File: src/rtl/rv64g_pkg.sv
// Shared RV64G definitions: register count and the lock tracker's state/counter types.
package rv64g_pkg;

    localparam int NUM_REGS  = 32;
    localparam int LOCK_CNTW = 4;

    typedef enum logic [1:0] {
        LT_RUN,
        LT_DRAIN,
        LT_EXCL
    } lock_trk_state_e;

endpackage

File: src/rtl/sat_updown_cnt.sv
// Saturating up/down counter.
// It holds at 0 and at its maximum value. Increment and decrement in the same cycle cancel out.
module sat_updown_cnt #(
    parameter int W = 4
) (
    input  logic clk_i,
    input  logic rst_i,
    input  logic inc_i,
    input  logic dec_i,
    input  logic clr_i,
    output logic full_o,
    output logic empty_o
);

    logic [W-1:0] cnt_q;

    assign full_o  = (cnt_q == {W{1'b1}});
    assign empty_o = (cnt_q == '0);

    // Count register: clear has priority, then a one-sided inc/dec bounded at the limits.
    // NOTE: sequential state is written with <= only, so every reader sees the pre-edge value.
    always_ff @(posedge clk_i) begin
        if (rst_i || clr_i) begin
            cnt_q <= '0;
        end else if (inc_i && !dec_i && !full_o) begin
            cnt_q <= cnt_q + W'(1);
        end else if (dec_i && !inc_i && !empty_o) begin
            cnt_q <= cnt_q - W'(1);
        end
    end

endmodule

File: src/rtl/reg_lock_tracker.sv
// Register lock bitmap and in-flight instruction tracker.
// It also sequences blocking instructions through three phases: drain, exclusive execution, resume.
module reg_lock_tracker
    import rv64g_pkg::*;
#(
    parameter int NR   = NUM_REGS,
    parameter int CNTW = LOCK_CNTW
) (
    input  logic                  clk_i,
    input  logic                  rst_i,
    input  logic                  issue_valid_i,
    input  logic                  issue_blocking_i,
    input  logic [NR-1:0]         issue_locks_i,
    input  logic                  wb_valid_i,
    input  logic [$clog2(NR)-1:0] wb_rd_i,
    output logic [NR-1:0]         locks_o,
    output logic                  issue_ready_o,
    output logic                  excl_o
);

    lock_trk_state_e state_q, state_d;
    logic [NR-1:0]   locks_q, locks_d;
    logic [NR-1:0]   clr_mask;
    logic            ready;
    logic            cnt_inc, cnt_dec, cnt_clr;
    logic            cnt_full, cnt_empty;

    sat_updown_cnt #(
        .W (CNTW)
    ) u_cnt (
        .clk_i   (clk_i),
        .rst_i   (rst_i),
        .inc_i   (cnt_inc),
        .dec_i   (cnt_dec),
        .clr_i   (cnt_clr),
        .full_o  (cnt_full),
        .empty_o (cnt_empty)
    );

    // Next-state, bitmap update and outputs; everything here depends only on registered state and inputs.
    always_comb begin
        // NOTE: every signal gets a default first, so no path through the case can infer a latch.
        state_d       = state_q;
        locks_d       = locks_q;
        locks_o       = locks_q;
        ready         = 1'b0;
        excl_o        = 1'b0;
        cnt_inc       = 1'b0;
        cnt_dec       = 1'b0;
        cnt_clr       = 1'b0;
        clr_mask      = wb_valid_i ? (NR'(1) << wb_rd_i) : '0;

        case (state_q)
            LT_RUN: begin
                ready   = !cnt_full;
                cnt_dec = wb_valid_i;
                locks_d = locks_q & ~clr_mask;
                if (issue_valid_i && ready) begin
                    if (issue_blocking_i) begin
                        state_d = LT_DRAIN;
                    end else begin
                        cnt_inc = 1'b1;
                        // The set is applied after the clear, so the issue wins on a shared bit.
                        locks_d = locks_d | issue_locks_i;
                    end
                end
                // Register 0 is never a real dependency.
                locks_d = locks_d & ~NR'(1);
            end
            LT_DRAIN: begin
                locks_o = '1;
                cnt_dec = wb_valid_i;
                locks_d = locks_q & ~clr_mask & ~NR'(1);
                if (cnt_empty) begin
                    state_d = LT_EXCL;
                end
            end
            LT_EXCL: begin
                locks_o = '1;
                excl_o  = 1'b1;
                // This writeback is the blocking instruction itself retiring.
                if (wb_valid_i) begin
                    state_d = LT_RUN;
                    locks_d = '0;
                    cnt_clr = 1'b1;
                end
            end
            default: begin
                state_d = LT_RUN;
            end
        endcase

        issue_ready_o = ready;
    end

    // FSM state register.
    always_ff @(posedge clk_i) begin
        if (rst_i) begin
            state_q <= LT_RUN;
        end else begin
            state_q <= state_d;
        end
    end

    // Lock bitmap register.
    always_ff @(posedge clk_i) begin
        if (rst_i) begin
            locks_q <= '0;
        end else begin
            locks_q <= locks_d;
        end
    end

endmodule
File: config.mk
export PLATFORM = sky130hd
export DESIGN_NAME = reg_lock_tracker
export DESIGN_NICKNAME = d
export VERILOG_FILES = /design/src/rtl/rv64g_pkg.sv /design/src/rtl/sat_updown_cnt.sv /design/src/rtl/reg_lock_tracker.sv
export SDC_FILE = /design/constraint.sdc
export NUM_CORES = 1
export LEC_CHECK = 0
export BUFFER_PORTS_ARGS = -buffer_cell sky130_fd_sc_hd__buf_2
export CORE_ASPECT_RATIO = 0.9
export CORE_MARGIN = 2
export CORE_UTILIZATION = 40
export CTS_BUF_LIST = sky130_fd_sc_hd__clkbuf_8
export DETAILED_ROUTE_END_ITERATION = 10
export GPL_TIMING_DRIVEN = 0
export PLACE_DENSITY_LB_ADDON = 0.05
export REMOVE_ABC_BUFFERS = 1
export SYNTH_ARGS = -nofsm -noshare
export SYNTH_HDL_FRONTEND = slang
export SYNTH_SLANG_ARGS = --single-unit
File: constraint.sdc
create_clock -name clk_i -period 4.4 [get_ports clk_i]
set_input_delay 0.22 -clock clk_i [delete_from_list [all_inputs] [get_ports clk_i]]
set_output_delay 0.22 -clock clk_i [all_outputs]
set_load 0.005 [all_outputs]
Yosys cells after proc, flatten, opt, wreduce, memory -nomap -nowiden
Cells that the tools add are included.

Divide/modulo/power cells: 0. Equal/unequal tests: 7. Multiply operators: 0. Shift operators: 1. Muxes and demuxes: 21. Magnitude comparators: 0. Bitwise operators: 3. Add/subtract/negate cells: 2. Reduce and logical (&&, ||, !) cells: 18.

Operators with widths (count): $mux W32 (5); $pmux W32 S3 (1); $and A32 B32 Y32 (1); $not A32 Y32 (1); $or A32 B32 Y32 (1); $shl A1 B5 Y32 const A (1); $mux W1 (8); $mux W2 (4); $mux W4 (2); $ne A2 B2 Y1 const B (3); $pmux W2 S3 (1); $logic_and A1 B1 Y1 (5); $add A4 B1 Y4 const B (1); $eq A4 B4 Y1 const B (1); $logic_not A1 Y1 (4); $logic_not A4 Y1 (1); $reduce_and A4 Y1 (1); $reduce_or A2 Y1 (2); $sub A4 B1 Y4 const B (1); $reduce_bool A3 Y1 (1); $eq A2 B1 Y1 const B (1); $eq A2 B2 Y1 const B (1); $logic_not A2 Y1 (1); $ne A2 B1 Y1 const B (1); 3 further kinds (3).

Output and inout bits: 34. Memories: 0. Bits in registers: 38. RAM bits: 0. Bits in latches: 0. ROM bits: 0. Logic and storage cells: 55.

Logic depth before layout (Yosys ltp)
Gate-level depths: netlist (run 1).

Word-level depth: 10. Gate-level depth with buffers: 10.

Hierarchy
A second synthesis (run 1) with hierarchy kept.

Cell total of the unflattened synthesis: 241. Area, all modules: 2306.0 um^2.

By module, submodules not included: reg_lock_tracker (cells an instance 211, sequential area each 660.6 um^2, instances 1, area an instance 1998.2 um^2); sat_updown_cnt (cells an instance 30, sequential area each 80.1 um^2, instances 1, area an instance 307.8 um^2).

Worst setup path before layout (run 1)
No wires, ideal clock.

Kind: reg-to-reg. From: register state_q[0]. To: register u_cnt.cnt_q[3]. Data arrival time: 2017 ps. Required time: 4322 ps. Buffers on the path: 0. Stages on the path, launching flop included: 11. Slack: 2306 ps. Path through: dfxtp_1 inv_1 ha_1 nor2b_1 nand4b_1 ha_1 a21o_1 a21oi_1 and3_1 nor3_1 nor3_1.

Longest elaborated chain between the ends: 7. Elaborated cells between the ends (all ways): 16. Those cells by class: eq/ne: 2; mux: 4; reduce/logical: 10.

RTL lines: start: declaration (line reg_lock_tracker.sv:21) `lock_trk_state_e state_q, state_d;`; start signal: assignment (line reg_lock_tracker.sv:101) `state_q <= state_d;`; $eq A2 B1 Y1 or $logic_not A2 Y1 (tied branches) (line reg_lock_tracker.sv:53) `case (state_q)`; $reduce_or A2 Y1 (no source line); $mux W1 (line reg_lock_tracker.sv:53); $logic_not A1 Y1 (line sat_updown_cnt.sv:25) `end else if (inc_i && !dec_i && !full_o) begin`; $logic_and A1 B1 Y1 (2 in a row) (line sat_updown_cnt.sv:25); $mux W4 or $reduce_bool A2 Y1 (tied branches); end signal: assignment (line sat_updown_cnt.sv:26) `cnt_q <= cnt_q + W'(1);`; end signal: assignment (line sat_updown_cnt.sv:28) `cnt_q <= cnt_q - W'(1);`; end: declaration (line sat_updown_cnt.sv:15) `logic [W-1:0] cnt_q;`.

Several ways; a longest one is shown, not always the timed one. A chain may end at the register's enable or synchronous reset.

Final worst setup path (run 1)
From: register state_q[0]. To: register locks_q[25].

Longest elaborated chain between the ends: 3. Elaborated cells between the ends (all ways): 7. Those cells by class: eq/ne: 3; mux: 1; reduce/logical: 3.

RTL lines: $eq A2 B2 Y1, or another cell as far along (line reg_lock_tracker.sv:53); $ne A2 B2 Y1 (no source line) or $reduce_bool A3 Y1 (tied branches); $reduce_and A2 Y1 (no source line); end signal: assignment (line reg_lock_tracker.sv:110) `locks_q <= locks_d;`; end: declaration (line reg_lock_tracker.sv:22) `logic [NR-1:0] locks_q, locks_d;`.

Several ways; a longest one is shown, not always the timed one.

==> out/results.txt, run 1 <==
Status -> complete, no violations
Vias per std cell -> 5.227
Average size of a mapped cell -> 8.308 um^2
Max-cap viol count -> 0
Worst Setup Path Type -> flip-flop to flip-flop
Peak VDD IR -> 0.2687 mV
Post-cts sizing count -> 0
Post-CTS Setup Repair Bufs -> 0
Switching Share -> 38.56%
Synth top area cells -> dfxtp_1 36%, a32o_1 15%, or2_2 9.3%
Family with the most delay on the worst path -> simple AND/OR/NAND/NOR gates
Drt wl/cell -> 13.41 um
Startpoint types -> flip-flop
Largest net degree at the start of global routing -> 35
Reg power frac -> 28.5%
Global-route wire length before repair -> 8.618 mm
CTS tree -> built
Diode count -> 0
Unrepaired setup endpoints after global routing -> false
1st-pass router iterations -> 4
All-Layer GR Usage -> 18.49%
Int Power -> 0.9722 mW
Critical path buffers and inverters -> 2
Register area share after synthesis -> 35.66%
Clock buffer count from CTS -> 5
CP Launch Point -> state_q[0]
Leakage -> 1.208 nW
FFs w/ async S/R, synth -> 0%
#FFs+latches synth -> 37
Initial antenna violation count -> 0
Power Density -> 621.5 mW/mm^2
CP Capture Point -> locks_q[25]
Fin crit share -> 64.83%
Maximum clock frequency -> 350.6 MHz
Vias in the first global route -> 1840
Max Clock Skew -> 0.005375 ns
Core Box Area -> 0.004925 mm^2
Buffers on Ports -> 74
Area leader, netlist -> dfxtp_1
Worst r2r dst -> locks_q[25]
Worst reg2reg setup slack -> 1.55 ns
CTS Root Cell -> clkbuf_8
IO Pins -> 76
Crit end category -> flip-flop
Setup WS pre-CTS -> 1.502 ns
Fin worst setup slack -> 1.548 ns
Worst Hold Class -> input pin to flip-flop
Netlist Area Pre-Place -> 0.002077 mm^2
Worst Max-Slew Pin Slew -> 1.148 ns
Yosys warns -> 0
WL final -> 5.083 mm
Clock sinks -> 37
Final Hold Fails -> 0
Synth cell types -> 32
Gate power share -> 57.8%
Sum of negative setup slack -> 0 ns
Die Span Y -> 72.36 um
DR iter-0 viols -> 93
Predominant post-synthesis flop cell -> dfxtp_1
Initial core utilization -> 42.17%
Area Growth Syn to Fin -> 22.59%
Slew Viols, Final -> 0
Min Tclk post-route -> 2.852 ns
Overflow after GRT -> 0
Worst skew pair latency -> 0.28 ns
Worst-path cell chain -> inv_1, ha_1, nor2b_1, nor2_2, buf_6, and3_1, a32o_1
GP Congestion -> 0.7125
Clk slew on worst S/H paths -> 0.07 ns
Layout Utilization -> 51.70%
CTS max path bufs -> 2
EDFF count, synth -> 0
Vias -> 1981
Die ar. -> 0.005786 mm^2
Crit. path cell count -> 7
Worst path required time -> 4.62 ns
Finish-stage setup viols -> 0
Gate count of the mapped netlist -> 250
Layout cells sized above 1 -> 35.99%
Switching Power -> 0.6103 mW
Slowest cell on the critical path -> and3_1
Crit path max fanout -> 31
Critical R2R Launch -> state_q[0]
Count leader, synth -> nand2_1
Fillers -> 513
Post-synth top area share -> 35.66%
NumNets Final -> 364
Site row count -> 24
Clock network power share -> 13.7%
Worst R2R Path Depth -> 7
Post-route DRC -> 0
CP max stage delay -> 0.94 ns
Final HPWL from detailed placement -> 3.633 mm
Htree depth -> 2
Slew HR -> 23.47%
Arr. time, crit path -> 3.07 ns
DRT antenna net count -> 0
Top cells by count, synth -> 41 x nand2_1, 37 x dfxtp_1, 31 x a32o_1, 31 x or2_2, 28 x o21ai_0
Hold-fix buffers, CTS -> 0
Chip width -> 79.96 um
-- cells by family (layout without fill, tap and decap cells) --
| logic type | after synthesis | in the layout | share of synthesized area [%] |
|---|---|---|---|
| fa+ha+maj | 9 | 9 | 5.783 |
| compound gates | 68 | 68 | 25.18 |
| simple gates | 108 | 108 | 26.39 |
| flops | 37 | 37 | 35.66 |
| xor+xnor | 2 | 2 | 0.8435 |
| buf+inv | 22 | 86 | 4.217 |
| mux | 4 | 4 | 1.928 |
-- layer usage --
layer  share of wire [%]  track usage [%]  vias to the layer above
li1                    -                -                     1028
met1                  52            27.43                      889
met2                  40            26.94                       59
met3                 6.8            4.353                        5
met4                0.83            4.708                        0
met5                   0                0                        -
-- worst register-to-register path, delay by kind of cell, from the launching register on --
| family | cells | cell delay, ns |
|---|---|---|
| adder cells (fa/ha/maj) | 1 | 0.23 |
| AO/OA/AOI/OAI | 1 | 0.23 |
| flip-flops | 1 | 0.41 |
| buffers and inverters | 2 | 0.35 |
| AND/OR/NAND/NOR | 3 | 1.59 |
-- layout by cell type, fill, tap and decap left out, drive strengths merged, types with 2 or more instances in the layout --
| cell type | count |
|---|---|
| and3 | 2 |
| or2 | 31 |
| o31ai | 3 |
| buf | 75 |
| xor2 | 2 |
| nand2 | 41 |
| clkbuf | 5 |
| nand3b | 2 |
| mux2i | 4 |
| ha | 8 |
| nand2b | 3 |
| o21ai | 28 |
| inv | 6 |
| dfxtp | 37 |
| nor2 | 10 |
| nand4 | 2 |
| nor2b | 5 |
| a32o | 31 |
| nor3 | 2 |
| nand3 | 5 |
-- registers in the layout, summed over array words and instances, names as in the netlist --
signal / count
locks_q: 31
u_cnt.cnt_q: 4
state_q: 2
-- metrics by stage --
step | total power [mW] | hold slack (ns) | instance area, um^2 | cells
final | 1.582 | 0.1466 | 2546 | 379
after global routing | 1.757 | 0.1326 | 2546 | 379
after CTS | 1.599 | 0.1411 | 2546 | 379
after detailed placement | 1.374 | 0.4346 | 2466 | 371
after global placement | 1.374 | 0.4331 | 2452 | 370
after floorplan | 1.037 | 0.2924 | 2001 | 231
-- layout make-up --
class / instances / area (um^2) / share of cell area (%)
Multi-Input combinational cell: 191 / 1251 / 49.14
Sequential cell: 37 / 740.7 / 29.09
Timing Repair Buffer: 75 / 381.6 / 14.99
Tap cell: 65 / 81.33 / 3.194
Clock buffer: 5 / 68.82 / 2.703
Clock inverter: 3 / 11.26 / 0.4423
Inverter: 3 / 11.26 / 0.4423
-- power groups by stage --
stage                     combinational, mW  clock (mW)  sequential, mW
final                                 0.915       0.216           0.451
after global routing                   1.05       0.242           0.463
after CTS                             0.924       0.224           0.451
after detailed placement              0.916           0           0.459
after global placement                0.917           0           0.457
after floorplan                       0.591           0           0.446
-- how the worst min path moves through the flow --
stage                            from     endpoint  depth (start not counted)
global route        issue_locks_i[30]  locks_q[30]                          2
global placement    issue_locks_i[20]  locks_q[20]                          2
CTS                 issue_locks_i[15]  locks_q[15]                          2
finish              issue_locks_i[13]  locks_q[13]                          2
floorplan                       rst_i   state_q[0]                          1
detailed placement  issue_locks_i[13]  locks_q[13]                          2
No activity file was read; power rests on OpenSTA's default activity.
==> run 2: changes to the inputs <==
==> constraint.sdc (replaced) <==
create_clock -name clk_i -period 2.7 [get_ports clk_i]
set_input_delay 0.135 -clock clk_i [delete_from_list [all_inputs] [get_ports clk_i]]
set_output_delay 0.135 -clock clk_i [all_outputs]
set_load 0.005 [all_outputs]
==> run 2 against run 1 <==
Effect of this change: sequential share of layout area down 0.11 points; die area did not move; worst hold slack worse by 0.084 ns; fmax grew 23%; non-clock buffer count stayed put; design area rose by 0.39%; critical path type unchanged; critical endpoint is now locks_q[12]; highest routed layer unchanged.
==> out/results.txt, run 2 (synthesized netlist as in run 1, its figures left out) <==
Critical path buffers and inverters -> 2
Initial core utilization -> 42.17%
Die ar. -> 0.005786 mm^2
Maximum clock frequency -> 431.9 MHz
Die Span Y -> 72.36 um
Top reg by flops -> locks_q
Max Clock Skew -> 0.005571 ns
Htree depth -> 2
Max-cap viol count -> 0
Worst Hold Class -> input pin to flip-flop
Setup WS pre-CTS -> -0.1980 ns
DRT antenna net count -> 0
NumNets Final -> 364
Worst R2R Path Depth -> 7
Crit end category -> flip-flop
Biggest regs -> locks_q: 31 flops, u_cnt.cnt_q: 4 flops, state_q: 2 flops
Global-route wire length before repair -> 8.631 mm
Chip width -> 79.96 um
Crit path max fanout -> 31
Worst Setup Path Type -> flip-flop to flip-flop
Peak VDD IR -> 0.4394 mV
WL final -> 5.058 mm
Slew Viols, Final -> 0
CTS max path bufs -> 2
Vias in the first global route -> 1841
Final Hold Fails -> 0
Hold WS -> 0.06266 ns
Placed instance area -> 0.002466 mm^2
Unrepaired setup endpoints after global routing -> false
Drt wl/cell -> 13.35 um
Sum of negative setup slack -> 0 ns
Worst-path cell chain -> inv_1, ha_1, nor2b_1, nor2_2, buf_6, and3_4, a32o_1
Buffers on Ports -> 74
Most common cell after layout, fill and taps aside -> buf_2
Area of the multi-input gates -> 0.001261 mm^2
Largest net degree at the start of global routing -> 35
IO Pins -> 76
Worst skew pair latency -> 0.28 ns
Clk slew on worst S/H paths -> 0.07 ns
Slew HR -> 33.87%
Core Box Area -> 0.004925 mm^2
Most frequent cells in the layout -> 74 x buf_2, 41 x nand2_1, 37 x dfxtp_1
Post-route DRC -> 0
Status -> complete, no violations
Power Density -> 1010 mW/mm^2
Overflow after GRT -> 0
Crit. path cell count -> 7
Fillers -> 515
DR iter-0 viols -> 97
Fin crit share -> 85.75%
Slowest cell on the critical path -> nor2_2
Clock buffer count from CTS -> 5
CTS tree -> built
Vias -> 1975
Initial antenna violation count -> 0
Diode count -> 0
Finish-stage setup viols -> 0
1st-pass router iterations -> 4
Arr. time, crit path -> 2.53 ns
Layout cells sized above 1 -> 36.94%
Layout Utilization -> 51.91%
Placed insts -> 371
Leakage -> 1.206 nW
All-Layer GR Usage -> 18.51%
Min Tclk post-route -> 2.315 ns
Combined flip-flop and latch cell area -> 740.7 um^2
Fin area -> 0.002556 mm^2
Worst path required time -> 2.92 ns
CP max stage delay -> 0.49 ns
Finished Layout Cells -> 379
Startpoint types -> flip-flop
Area Growth Syn to Fin -> 23.07%
Worst Max-Slew Pin Slew -> 0.9909 ns
GP Congestion -> 0.7125
Final HPWL from detailed placement -> 3.633 mm
Total power -> 2.583 mW
Max reg flops -> 31
CTS Root Cell -> clkbuf_8
Fin worst setup slack -> 0.3846 ns
Vias per std cell -> 5.211
Family with the most delay on the worst path -> simple AND/OR/NAND/NOR gates
Hold Crit Depth -> 2
Clock sinks -> 37
Site row count -> 24
run 2: path summary, 6_finish.rpt:
check / from / to / slack [ns]
hold reg to reg: locks_q[18] / locks_q[18] / 0.49
setup / recovery: state_q[0] / locks_q[12] / 0.38
setup reg to reg: state_q[0] / locks_q[12] / 0.38
hold / removal: issue_locks_i[13] / locks_q[13] / 0.06
run 2: metal layers:
layer,wire length (um),GRT usage (%)
met1,2671,27.20
met2,2046,27.31
met3,314,4.353
met4,25,4.708
met5,0,0
run 2: report_power, final:
part           total [mW]  internal (mW)  leakage (nW)  switching (mW)
logic                1.50          0.760         0.852           0.736
registers           0.735          0.656         0.302          0.0784
clock network       0.352          0.172        0.0519           0.180
run 2: area by class of cell:
type,instances,share of cell area (%)
Clock buffer,5,2.692
Timing Repair Buffer,75,14.93
Clock inverter,3,0.4405
Multi-Input combinational cell,191,49.34
Sequential cell,37,28.98
Tap cell,65,3.182
Inverter,3,0.4405
run 2: timing repair:
action	4_1_cts	5_1_grt
buffers inserted	0	0
cloned	0	0
setup endpoints to repair	31	31
gates resized for setup	2	2
hold buffers	0	0
pin swaps	0	0
==> run 3: changes to the inputs <==
--- a/config.mk
+++ b/config.mk
@@ -9,7 +9,6 @@
 export CORE_ASPECT_RATIO = 0.9
 export CORE_MARGIN = 2
 export CORE_UTILIZATION = 40
-export CTS_BUF_LIST = sky130_fd_sc_hd__clkbuf_8
 export DETAILED_ROUTE_END_ITERATION = 10
 export GPL_TIMING_DRIVEN = 0
 export PLACE_DENSITY_LB_ADDON = 0.05
==> run 3 against run 2 <==
Effect of this change: critical path depth did not move; critical path type unchanged; sequential share of layout area is the same; global-route usage stayed put; utilization unchanged.
==> out/results.txt, run 3 (synthesized netlist as in run 1, its figures left out) <==
Status -> complete, no violations
Slew Viols, Final -> 0
Overflow after GRT -> 0
Buffers on Ports -> 74
Vias -> 1984
1st-pass router iterations -> 4
CTS max path bufs -> 2
CTS Root Cell -> clkbuf_8
Crit path max fanout -> 31
Hold WS -> 0.06349 ns
Final Hold Fails -> 0
Clock buffer count from CTS -> 5
Final HPWL from detailed placement -> 3.633 mm
Arr. time, crit path -> 2.53 ns
Area Growth Syn to Fin -> 23.07%
Power Density -> 1015 mW/mm^2
Post-route DRC -> 0
Unrepaired setup endpoints after global routing -> false
Layout cells sized above 1 -> 36.94%
Chip width -> 79.96 um
Global-route wire length before repair -> 8.631 mm
Clk slew on worst S/H paths -> 0.07 ns
Die ar. -> 0.005786 mm^2
Peak VDD IR -> 0.4404 mV
CTS tree -> built
DR iter-0 viols -> 90
Htree depth -> 2
Worst Setup Path Type -> flip-flop to flip-flop
Startpoint types -> flip-flop
Clock sinks -> 37
Combined flip-flop and latch cell area -> 740.7 um^2
Finish-stage setup viols -> 0
Drt wl/cell -> 13.40 um
Fin worst setup slack -> 0.3847 ns
Most common cell after layout, fill and taps aside -> buf_2
Largest net degree at the start of global routing -> 35
GP Congestion -> 0.7125
Fin crit share -> 85.75%
Core Box Area -> 0.004925 mm^2
Finished Layout Cells -> 379
Area of the multi-input gates -> 0.001261 mm^2
Biggest regs -> locks_q: 31 flops, u_cnt.cnt_q: 4 flops, state_q: 2 flops
NumNets Final -> 364
Fillers -> 515
IO Pins -> 76
Site row count -> 24
Total power -> 2.594 mW
Initial core utilization -> 42.17%
All-Layer GR Usage -> 18.51%
Min Tclk post-route -> 2.315 ns
Worst Max-Slew Pin Slew -> 1.000 ns
Setup WS pre-CTS -> -0.1980 ns
Leakage -> 1.194 nW
Worst path required time -> 2.92 ns
Vias in the first global route -> 1838
Initial antenna violation count -> 0
DRT antenna net count -> 0
Placed insts -> 371
Maximum clock frequency -> 431.9 MHz
Diode count -> 0
Slew HR -> 33.25%
Vias per std cell -> 5.235
Worst Hold Class -> input pin to flip-flop
Max Clock Skew -> 0.005126 ns
Max-cap viol count -> 0
WL final -> 5.080 mm
Crit end category -> flip-flop
Most frequent cells in the layout -> 74 x buf_2, 41 x nand2_1, 37 x dfxtp_1
Die Span Y -> 72.36 um
Worst skew pair latency -> 0.28 ns
Top reg by flops -> locks_q
Max reg flops -> 31
## run 3: changes by cell type in the layout (fill, tap and decap cells not counted), sizes merged
cell / previous run / this run
clkbuf: 5 / 8
inv: 6 / 3
## run 3: layout make-up
type / count / area share [%]
Tap cell: 65 / 3.182
Sequential cell: 37 / 28.98
Clock buffer: 8 / 3.133
Multi-Input combinational cell: 191 / 49.34
Timing Repair Buffer: 75 / 14.93
Inverter: 3 / 0.4405
## run 3: path summary, 6_finish.rpt
check	startpoint	end	slack, ns	cells past startpoint
worst min-delay path	issue_locks_i[13]	locks_q[13]	0.06	2
worst max-delay path	state_q[0]	locks_q[12]	0.38	7
worst max register to register	state_q[0]	locks_q[12]	0.38	7
worst min register to register	locks_q[20]	locks_q[20]	0.49	1
## run 3: layer usage
| metal | GRT usage, % | vias to the layer above | wire (um) | share of wire (%) |
|---|---|---|---|---|
| met2 | 27.31 | 59 | 2040 | 40 |
| met1 | 27.20 | 895 | 2693 | 53 |
| li1 | - | 1028 | - | - |
| met3 | 4.353 | 2 | 321 | 6.3 |
| met4 | 4.708 | 0 | 25 | 0.49 |
| met5 | 0 | - | 0 | 0 |
## run 3: through the flow
step,area (um^2),utilization (%),setup TNS [ns]
2_1_floorplan,2001,-,-4.569
3_3_place_gp,2452,49.80,-26.27
3_5_place_dp,2466,50.08,-5.739
4_1_cts,2550,51.78,0
5_1_grt,2556,51.91,0
6_report,2556,51.91,0
## run 3: repair_timing
item / CTS / global route
endpoints found under the setup margin: 31 / 31
hold endpoints to repair: 0 / 0
hold buffers: 0 / 0
resized for setup: 2 / 2
buffers inserted: 0 / 0
## run 3: where the power goes
group          total (mW)  internal (mW)  switching (mW)
Sequential          0.736          0.656          0.0798
Combinational        1.49          0.760           0.735
Clock               0.364          0.183           0.180
## run 3: worst max-delay path, stage by stage, from the launching register on
cell,delay [ns]
dfxtp_1,0.41
inv_1,0.10
ha_1,0.23
nor2b_1,0.16
nor2_2,0.49
buf_6,0.24
and3_4,0.44
a32o_1,0.17
